==> src/rtl/riscv_pc_pkg.sv <==
// Shared definitions for the PC sequencer: B-type condition codes and
// the two-state stall/redirect FSM encoding.
package riscv_pc_pkg;

  localparam logic [2:0] BR_BEQ  = 3'b000;
  localparam logic [2:0] BR_BNE  = 3'b001;
  localparam logic [2:0] BR_BLT  = 3'b100;
  localparam logic [2:0] BR_BGE  = 3'b101;
  localparam logic [2:0] BR_BLTU = 3'b110;
  localparam logic [2:0] BR_BGEU = 3'b111;

  typedef enum logic {
    RUN  = 1'b0,
    HOLD = 1'b1
  } pc_state_e;

endpackage

==> src/rtl/branch_cond.sv <==
// Decodes the B-type funct3 against the ALU comparison flags into a single
// branch-condition bit.
module branch_cond
  import riscv_pc_pkg::*;
(
  input  logic [2:0] branch_op,
  input  logic       zero,
  input  logic       lt,
  input  logic       ltu,
  output logic       cond
);

  // Reserved funct3 codes 010/011 never branch.
  always_comb begin
    cond = 1'b0;
    case (branch_op)
      BR_BEQ:  cond = zero;
      BR_BNE:  cond = ~zero;
      BR_BLT:  cond = lt;
      BR_BGE:  cond = ~lt;
      BR_BLTU: cond = ltu;
      BR_BGEU: cond = ~ltu;
      default: cond = 1'b0;
    endcase
  end

endmodule

==> src/rtl/pc_sequencer.sv <==
// Program-counter sequencer: next-PC selection, stall handling with a
// one-entry pending redirect, misaligned-target trap and redirect counter.
module pc_sequencer
  import riscv_pc_pkg::*;
#(
  parameter int              XLEN     = 32,
  parameter logic [XLEN-1:0] RESET_PC = '0,
  parameter logic [XLEN-1:0] TRAP_PC  = XLEN'(32'h0000_0100),
  parameter int              CNT_W    = 16
) (
  input  logic             clk,
  input  logic             reset,
  input  logic             stall,
  input  logic             branch,
  input  logic [2:0]       branch_op,
  input  logic             jump,
  input  logic             jalr,
  input  logic             zero,
  input  logic             lt,
  input  logic             ltu,
  input  logic [XLEN-1:0]  imm,
  input  logic [XLEN-1:0]  rs1,
  output logic [XLEN-1:0]  pc,
  output logic [XLEN-1:0]  pc_plus4,
  output logic             taken,
  output logic             misaligned,
  output logic             pending,
  output logic [CNT_W-1:0] taken_count
);

  pc_state_e        state_q, state_d;
  logic [XLEN-1:0]  pc_q, pc_d;
  logic [XLEN-1:0]  pend_pc_q, pend_pc_d;
  logic             pend_trap_q, pend_trap_d;
  logic             pending_q, pending_d;
  logic             mis_q, mis_d;
  logic [CNT_W-1:0] cnt_q, cnt_d;

  logic             cond;
  logic [XLEN-1:0]  jalr_sum;
  logic [XLEN-1:0]  jalr_target;
  logic [XLEN-1:0]  br_target;
  logic [XLEN-1:0]  target;
  logic             trap;
  logic [CNT_W-1:0] cnt_sat;

  branch_cond u_branch_cond (
    .branch_op (branch_op),
    .zero      (zero),
    .lt        (lt),
    .ltu       (ltu),
    .cond      (cond)
  );

  // JALR clears bit 0, so only bit 1 can make its target misaligned.
  assign jalr_sum    = rs1 + imm;
  assign jalr_target = jalr_sum & ~XLEN'(1);
  assign br_target   = pc_q + imm;
  assign target      = jalr ? jalr_target : br_target;
  assign taken       = jalr | jump | (branch & cond);
  assign trap        = taken & (target[1:0] != 2'b00);
  assign pc_plus4    = pc_q + XLEN'(4);
  assign cnt_sat     = (cnt_q == {CNT_W{1'b1}}) ? cnt_q : cnt_q + CNT_W'(1);

  always_comb begin
    state_d     = state_q;
    pc_d        = pc_q;
    pend_pc_d   = pend_pc_q;
    pend_trap_d = pend_trap_q;
    pending_d   = pending_q;
    mis_d       = 1'b0;
    cnt_d       = cnt_q;
    case (state_q)
      RUN: begin
        if (!stall) begin
          if (trap) begin
            pc_d  = TRAP_PC;
            mis_d = 1'b1;
          end else if (taken) begin
            pc_d  = target;
            cnt_d = cnt_sat;
          end else begin
            pc_d = pc_plus4;
          end
        end else if (taken) begin
          pend_pc_d   = trap ? TRAP_PC : target;
          pend_trap_d = trap;
          pending_d   = 1'b1;
          state_d     = HOLD;
        end
      end
      HOLD: begin
        // Decisions arriving while held are dropped; only the buffered one applies.
        if (!stall) begin
          pc_d      = pend_pc_q;
          mis_d     = pend_trap_q;
          pending_d = 1'b0;
          state_d   = RUN;
          if (!pend_trap_q) cnt_d = cnt_sat;
        end
      end
      default: state_d = RUN;
    endcase
  end

  always_ff @(posedge clk) begin
    if (reset) begin
      state_q     <= RUN;
      pc_q        <= RESET_PC;
      pend_pc_q   <= '0;
      pend_trap_q <= 1'b0;
      pending_q   <= 1'b0;
      mis_q       <= 1'b0;
      cnt_q       <= '0;
    end else begin
      state_q     <= state_d;
      pc_q        <= pc_d;
      pend_pc_q   <= pend_pc_d;
      pend_trap_q <= pend_trap_d;
      pending_q   <= pending_d;
      mis_q       <= mis_d;
      cnt_q       <= cnt_d;
    end
  end

  assign pc          = pc_q;
  assign misaligned  = mis_q;
  assign pending     = pending_q;
  assign taken_count = cnt_q;

endmodule

==> config.mk <==
export PLATFORM = sky130hd
export DESIGN_NAME = pc_sequencer
export DESIGN_NICKNAME = d
export VERILOG_FILES = /design/src/rtl/riscv_pc_pkg.sv /design/src/rtl/branch_cond.sv /design/src/rtl/pc_sequencer.sv
export SDC_FILE = /design/constraint.sdc
export NUM_CORES = 1
export LEC_CHECK = 0
export ABC_AREA = 1
export ABC_CLOCK_PERIOD_IN_PS = 3200
export CAP_MARGIN = 20
export CORE_ASPECT_RATIO = 0.5
export CORE_UTILIZATION = 60
export DETAILED_ROUTE_END_ITERATION = 6
export PLACE_DENSITY = 0.88
export SLEW_MARGIN = 15
export SYNTH_ARGS = -nofsm -noshare
export SYNTH_HDL_FRONTEND = slang
export SYNTH_SLANG_ARGS = --single-unit
==> constraint.sdc <==
create_clock -name clk -period 3.2 [get_ports clk]
set_input_delay 0.48 -clock clk [delete_from_list [all_inputs] [get_ports clk]]
set_output_delay 0.48 -clock clk [all_outputs]
set_load 0.01 [all_outputs]
==> impl_metrics.env, run 1 <==
export IMPL_status="complete, but fails checks"
export IMPL_failed_checks="negative setup slack"
export IMPL_layout_min_cycle_time_ns=3.204
export IMPL_htree_num_levels=3
export IMPL_grt_pass1_wl_mm=56.01
export IMPL_setup_viol=1
export IMPL_track_usage_pct=42.62
export IMPL_routed_wl_mm=35.95
export IMPL_num_vias=12200
export IMPL_yosys_area_share_adder_pct=8.566
export IMPL_power_density_nw_per_um2=330.7
export IMPL_area_growth_pct=23.01
export IMPL_tightest_slew_ns=0.6412
export IMPL_fin_crit_sh_pct=100.1
export IMPL_yosys_warnings=0
export IMPL_synth_area_leader_cell="nand2_1"
export IMPL_coreArea_um2=15570
export IMPL_finalInstanceArea_um2=11890
export IMPL_die_y_um=91.77
export IMPL_setup_worst_path_class="reg -> out"
export IMPL_antennaDiodeCount=0
export IMPL_cts_buffers=9
export IMPL_synth_area_mux_share_pct=0.1035
export IMPL_port_buffer_count=158
export IMPL_required_ns=2.72
export IMPL_synthArstFlopShare_pct=0
export IMPL_grt_pass1_vias=10860
export IMPL_synth_top_family_by_area="simple AND/OR/NAND/NOR gates"
export IMPL_synthFlopType="dfxtp_1"
export IMPL_synth_area_top_cells="nand2_1, dfxtp_1, inv_1"
export IMPL_hold_ws_ns=0.4680
export IMPL_finClkSkew_ns=0.005589
export IMPL_fp_dieArea_um2=16660
export IMPL_n_fill_cell=1284
export IMPL_path_max_fanout=4
export IMPL_p_clk_share_pct=30.3
export IMPL_end_kind="primary output"
export IMPL_ys_ff_latch=84
export IMPL_grt_overflow=0
export IMPL_synth_xor_area_share_pct=4.438
export IMPL_hold_path_class="reg -> reg"
export IMPL_ir_worst_vdd_mv=0.2810
export IMPL_drt_iter0_drc=1528
export IMPL_clock_latency_ns=0.35
export IMPL_placedCellCount=2116
export IMPL_switching_share_pct=39.11
export IMPL_drcViolationCount=0
export IMPL_start_util_pct=62.08
export IMPL_first_pass_iters=6
export IMPL_synth_edf_count=0
export IMPL_cts_root_buf="clkbuf_16"
export IMPL_synth_simple_area_share_pct=44.68
export IMPL_grt_max_degree=32
export IMPL_utilization_pct=76.37
export IMPL_synth_area_um2=9669
export IMPL_fin_ws_ns=-0.003834
export IMPL_rows=32
export IMPL_maxSlewHeadroom_pct=56.89
export IMPL_ys_seq_area_share_pct=17.39
export IMPL_leakagePower_uw=0.006410
export IMPL_final_layout_size_suffix_gt1_share_pct=4.661
export IMPL_cp_arrival_ns=2.72
export IMPL_drt_antenna_violating_nets=0
export IMPL_ioPinCount=159
export IMPL_clockBufferDepth=2
export IMPL_drv_slew=0
export IMPL_place_area_um2=11520
export IMPL_gp_congestion=1.054
export IMPL_finalNetCount=2067
export IMPL_cts_tree="yes"
export IMPL_synth_cells=1768
export IMPL_clk_pin_slew_worst_paths_ns=0.07
export IMPL_finalPower_uw=3934
export IMPL_yosysMostFrequentCell="nand2_1"
export IMPL_synth_compound_area_share_pct=10.99
export IMPL_wire_per_inst_um=16.84
export IMPL_synth_avg_cell_area_um2=5.469
export IMPL_yosysTopAreaCellShare_pct=26.09
export IMPL_hpwl_mm=28.48
export IMPL_cts_sinks=84
export IMPL_power_switching_uw=1539
export IMPL_antenna_found_initial=0
export IMPL_cp_start_kind="flop"
export IMPL_synth_distinct_cells=46
export IMPL_fmax_mhz=312.1
export IMPL_finalNonFillerCells=2135
export IMPL_combPwrFrac_pct=39.6
export IMPL_die_w_um=181.5
export IMPL_synth_nets=1909
export IMPL_synth_common_cells="nand2_1, inv_1, nand3_1"
export IMPL_drv_cap=0
export IMPL_reg2reg_slack_ns=0.63
export IMPL_seq_power_share_pct=30.1
export IMPL_vias_per_cell=5.714
export IMPL_hold_viol_final=0
export IMPL_internal_power_uw=2395
==> layout make-up <==
class / instances / area (um2) / share of cell area, %
clock buffer: 10 / 239.0 / 2.009
clock inverter: 6 / 93.84 / 0.7890
inverter: 312 / 1171 / 9.846
multi-input combinational: 1336 / 6668 / 56.06
sequential: 84 / 1685 / 14.17
tap: 204 / 255.2 / 2.146
timing repair buffer: 183 / 1782 / 14.98
==> kinds of logic after synthesis <==
kind of cell,count (synthesis)
AOI/OAI and AO/OA,182
xor gates and xnor gates,49
adders and majority gates,65
buffers and inverters,348
DFF,84
muxes,1
and+or+nand+nor,1039
==> per-stage QoR <==
step / setup TNS, ns / setup slack, ns
3_3_place_gp: 0 / 0.2701
6_report: -0.003834 / -0.003834
2_1_floorplan: 0 / 1.081
5_1_grt: -0.01634 / -0.01634
3_5_place_dp: 0 / 0.1656
4_1_cts: 0 / 0.01308
==> cells in the final DEF (no fill, tap or decap), types with 15 or more instances in the layout <==
master,n
a22oi_1,23
inv_1,305
dfxtp_1,81
xor2_1,39
buf_4,24
nor3_1,15
o21ai_1,20
o21ai_0,29
a21oi_1,84
nand3_1,158
ha_1,63
clkdlybuf4s50_1,158
nor2_1,138
nand2_1,672
==> routing by layer <==
layer | track usage (%) | vias up | part of all wire (%)
li1 | - | 5839 | -
met3 | 10.17 | 109 | 13
met5 | 0 | - | 0
met2 | 65.96 | 853 | 42
met4 | 14.19 | 0 | 3.1
met1 | 57.99 | 5398 | 42
==> worst max-delay path, cell delays in order (launching register included) <==
cell and delay (ns):
dfxtp_1 0.35, ha_1 0.28, nand3_2 0.20, nor2_4 0.19, nand3_1 0.12, nor2_1 0.28, nand2_1 0.15, xor2_1 0.18
inv_1 0.07, clkdlybuf4s50_1 0.54
==> power by group through the flow <==
stage / sequential (uW) / clock, uW / combinational [uW]
after floorplan: 1200 / 0 / 920
after global placement: 1200 / 0 / 1460
after detailed placement: 1200 / 0 / 1490
after CTS: 1180 / 1180 / 1500
after global routing: 1190 / 1220 / 1700
final: 1190 / 1190 / 1560
==> state kept, by name, summed over array words and instances, names as in the netlist <==
| signal | cells |
|---|---|
| taken_count | 16 |
| pending | 1 |
| state_q | 1 |
| misaligned | 1 |
| pc | 32 |
| pend_pc_q | 32 |
| pend_trap_q | 1 |
==> path summary, 6_finish.rpt <==
path / startpoint / endpoint / cells after the start
worst max-delay path: pc[2]$_SDFFE_PP0P_ / pc_plus4[20] / 9
worst min-delay path: pend_pc_q[10]$_SDFFE_PP0P_ / pend_pc_q[10]$_SDFFE_PP0P_ / 2
worst max register to register: pc[0]$_SDFFE_PP0P_ / pend_pc_q[12]$_SDFFE_PP0P_ / 12
worst min register to register: pend_pc_q[10]$_SDFFE_PP0P_ / pend_pc_q[10]$_SDFFE_PP0P_ / 2
==> timing repair <==
item                                    CTS  global route
buffers inserted                          0             3
endpoints found under the setup margin    0             5
gates resized for setup                   0             6
endpoints found under the hold margin     0             0
hold buffers                              0             0
Note: power is estimated with default switching activity, not from simulation.
==> inputs of run 2 (changes only) <==
Settings changed: CELL_PAD_IN_SITES_DETAIL_PLACEMENT from default to 1, CELL_PAD_IN_SITES_GLOBAL_PLACEMENT from default to 2, CORE_UTILIZATION 60 to 30, PLACE_DENSITY 0.88 to default, PLACE_DENSITY_LB_ADDON from default to 0.1.
==> impl_metrics.env, run 2 (same netlist as run 1, synthesis figures left out) <==
export IMPL_start_util_pct=30.49
export IMPL_num_vias=11660
export IMPL_finalInstanceArea_um2=12260
export IMPL_antennaDiodeCount=0
export IMPL_seqCellArea_um2=1688
export IMPL_antenna_found_initial=0
export IMPL_drcViolationCount=0
export IMPL_r2r_start="pc[0]$_SDFFE_PP0P_"
export IMPL_ff2ff_path_depth=13
export IMPL_die_y_um=128.9
export IMPL_drt_iter0_drc=771
export IMPL_grt_pass1_wl_mm=65.44
export IMPL_grt_pass1_vias=11680
export IMPL_finalNetCount=2077
export IMPL_end_kind="primary output"
export IMPL_area_growth_pct=26.77
export IMPL_port_buffer_count=158
export IMPL_final_common_cell="nand2_1"
export IMPL_fin_crit_sh_pct=96.12
export IMPL_min_from="pend_pc_q[1]$_SDFFE_PP0P_"
export IMPL_switching_share_pct=42.20
export IMPL_setup_viol=0
export IMPL_setup_worst_path_class="reg -> out"
export IMPL_finClkSkew_ns=0.01504
export IMPL_required_ns=2.72
export IMPL_cts_buffers=9
export IMPL_internal_power_uw=2253
export IMPL_drt_antenna_violating_nets=0
export IMPL_path_max_fanout=6
export IMPL_ir_worst_vdd_mv=0.2473
export IMPL_p_clk_share_pct=28.7
export IMPL_fp_dieArea_um2=33000
export IMPL_power_density_nw_per_um2=318.0
export IMPL_vias_per_cell=4.915
export IMPL_clockBufferDepth=2
export IMPL_die_w_um=255.9
export IMPL_hold_path_class="reg -> reg"
export IMPL_multi_input_area_um2=6700
export IMPL_layout_min_cycle_time_ns=3.076
export IMPL_drv_slew=0
export IMPL_n_fill_cell=4349
export IMPL_track_usage_pct=25.79
export IMPL_cts_root_buf="clkbuf_16"
export IMPL_hold_viol_final=0
export IMPL_status="completed"
export IMPL_grt_overflow=0
export IMPL_grt_max_degree=33
export IMPL_finalPower_uw=3897
export IMPL_cp_start_kind="flop"
export IMPL_routed_wl_mm=42.78
export IMPL_htree_num_levels=3
export IMPL_drv_cap=0
export IMPL_clk_pin_slew_worst_paths_ns=0.08
export IMPL_place_area_um2=11880
export IMPL_rows=46
export IMPL_hold_buffers=0
export IMPL_final_layout_size_suffix_gt1_share_pct=5.667
export IMPL_crit_end="pc_plus4[20]"
export IMPL_coreArea_um2=31710
export IMPL_layout_common_cells="nand2_1, inv_1, nand3_1, clkdlybuf4s50_1, nor2_1"
export IMPL_wire_per_inst_um=18.03
export IMPL_gp_congestion=0.9251
export IMPL_maxSlewHeadroom_pct=55.50
export IMPL_hpwl_mm=36.15
export IMPL_cp_arrival_ns=2.60
export IMPL_combPwrFrac_pct=41.3
export IMPL_reg2reg_slack_ns=0.55
export IMPL_rsz0062_at_grt="yes"
export IMPL_tightest_slew_ns=0.6614
export IMPL_fmax_mhz=325.1
export IMPL_power_switching_uw=1645
export IMPL_clock_latency_ns=0.37
export IMPL_leakagePower_uw=0.006458
export IMPL_r2r_end="pc[8]$_SDFFE_PP0P_"
export IMPL_seq_power_share_pct=30.0
export IMPL_critPathLaunch="pc[3]$_SDFFE_PP0P_"
export IMPL_ioPinCount=159
export IMPL_first_pass_iters=5
export IMPL_cts_tree="yes"
export IMPL_cts_sinks=84
run 2: changes by cell type in the layout (fill, tap and decap cells not counted), moves of 3 or more:
cell    previous run  this run
nor2_1           138       133
nor2_2             2         7
buf_4             24        34
inv_8              0         3
run 2: power groups by stage:
stage / Combinational, uW / Clock, uW / Sequential [uW]
after detailed placement: 1610 / 0 / 1190
after global routing: 1800 / 1180 / 1180
after global placement: 1580 / 0 / 1190
after floorplan: 920 / 0 / 1200
final: 1610 / 1120 / 1170
after CTS: 1620 / 1130 / 1170
run 2: how the worst min path moves through the flow:
stage | end | slack (ns) | cells past startpoint
5_1_grt | pc[1]$_SDFFE_PP0P_ | 0.47 | 2
3_3_place_gp | pend_pc_q[1]$_SDFFE_PP0P_ | 0.44 | 2
2_1_floorplan | pc[1]$_SDFFE_PP0P_ | 0.43 | 2
3_5_place_dp | pend_pc_q[0]$_SDFFE_PP0P_ | 0.45 | 2
6_report | pc[1]$_SDFFE_PP0P_ | 0.45 | 2
4_1_cts | pend_pc_q[0]$_SDFFE_PP0P_ | 0.46 | 2
run 2: final cells by class:
type | count | share of cell area [%]
Tap cell | 432 | 4.410
Timing Repair Buffer | 193 | 15.15
Clock buffer | 9 | 1.837
Multi-Input combinational cell | 1336 | 54.66
Clock inverter | 7 | 0.6226
Inverter | 312 | 9.554
Sequential cell | 84 | 13.77
run 2: stage by stage:
stage | utilization (%) | std cells | setup slack [ns] | hold WS (ns) | setup TNS (ns)
global placement | 37.47 | 2354 | 0.1122 | 0.4445 | 0
floorplan | - | 1768 | 1.081 | 0.4269 | 0
CTS | 38.50 | 2372 | 0.01874 | 0.4605 | 0
finish | 38.65 | 2373 | 0.1243 | 0.4512 | 0
global route | 38.65 | 2373 | -0.05958 | 0.4694 | -0.1146
detailed placement | 37.47 | 2354 | 0.03644 | 0.4475 | 0
run 2: critical path, stage by stage (launching register included):
cell and delay, ns:
dfxtp_2 0.43, ha_2 0.26, nand3_2 0.18, nor2_4 0.18, nand3_1 0.15, nor2_2 0.18
nand2_1 0.10, xor2_1 0.16, inv_1 0.06, clkdlybuf4s50_1 0.53
run 2: repair_timing:
| item | in CTS | in global routing |
|---|---|---|
| setup buffers | 2 | 1 |
| endpoints found under the setup margin | 7 | 14 |
| pin swaps | 1 | 2 |
| gates cloned | 0 | 0 |
| gates resized for setup | 4 | 12 |
run 2: metal layers:
layer / up-vias / track usage, % / wire length (um)
li1: 5849 / - / -
met1: 5555 / 36.42 / 21250
met2: 227 / 41.64 / 18660
met3: 33 / 3.664 / 2258
met4: 0 / 5.424 / 618
met5: - / 0 / 0
==> inputs of run 3 (changes only) <==
Settings changed: CTS_CLUSTER_SIZE from default to 14.
==> results of run 3 <==
The final DEF is identical to that of run 2; final timing and power are the same.
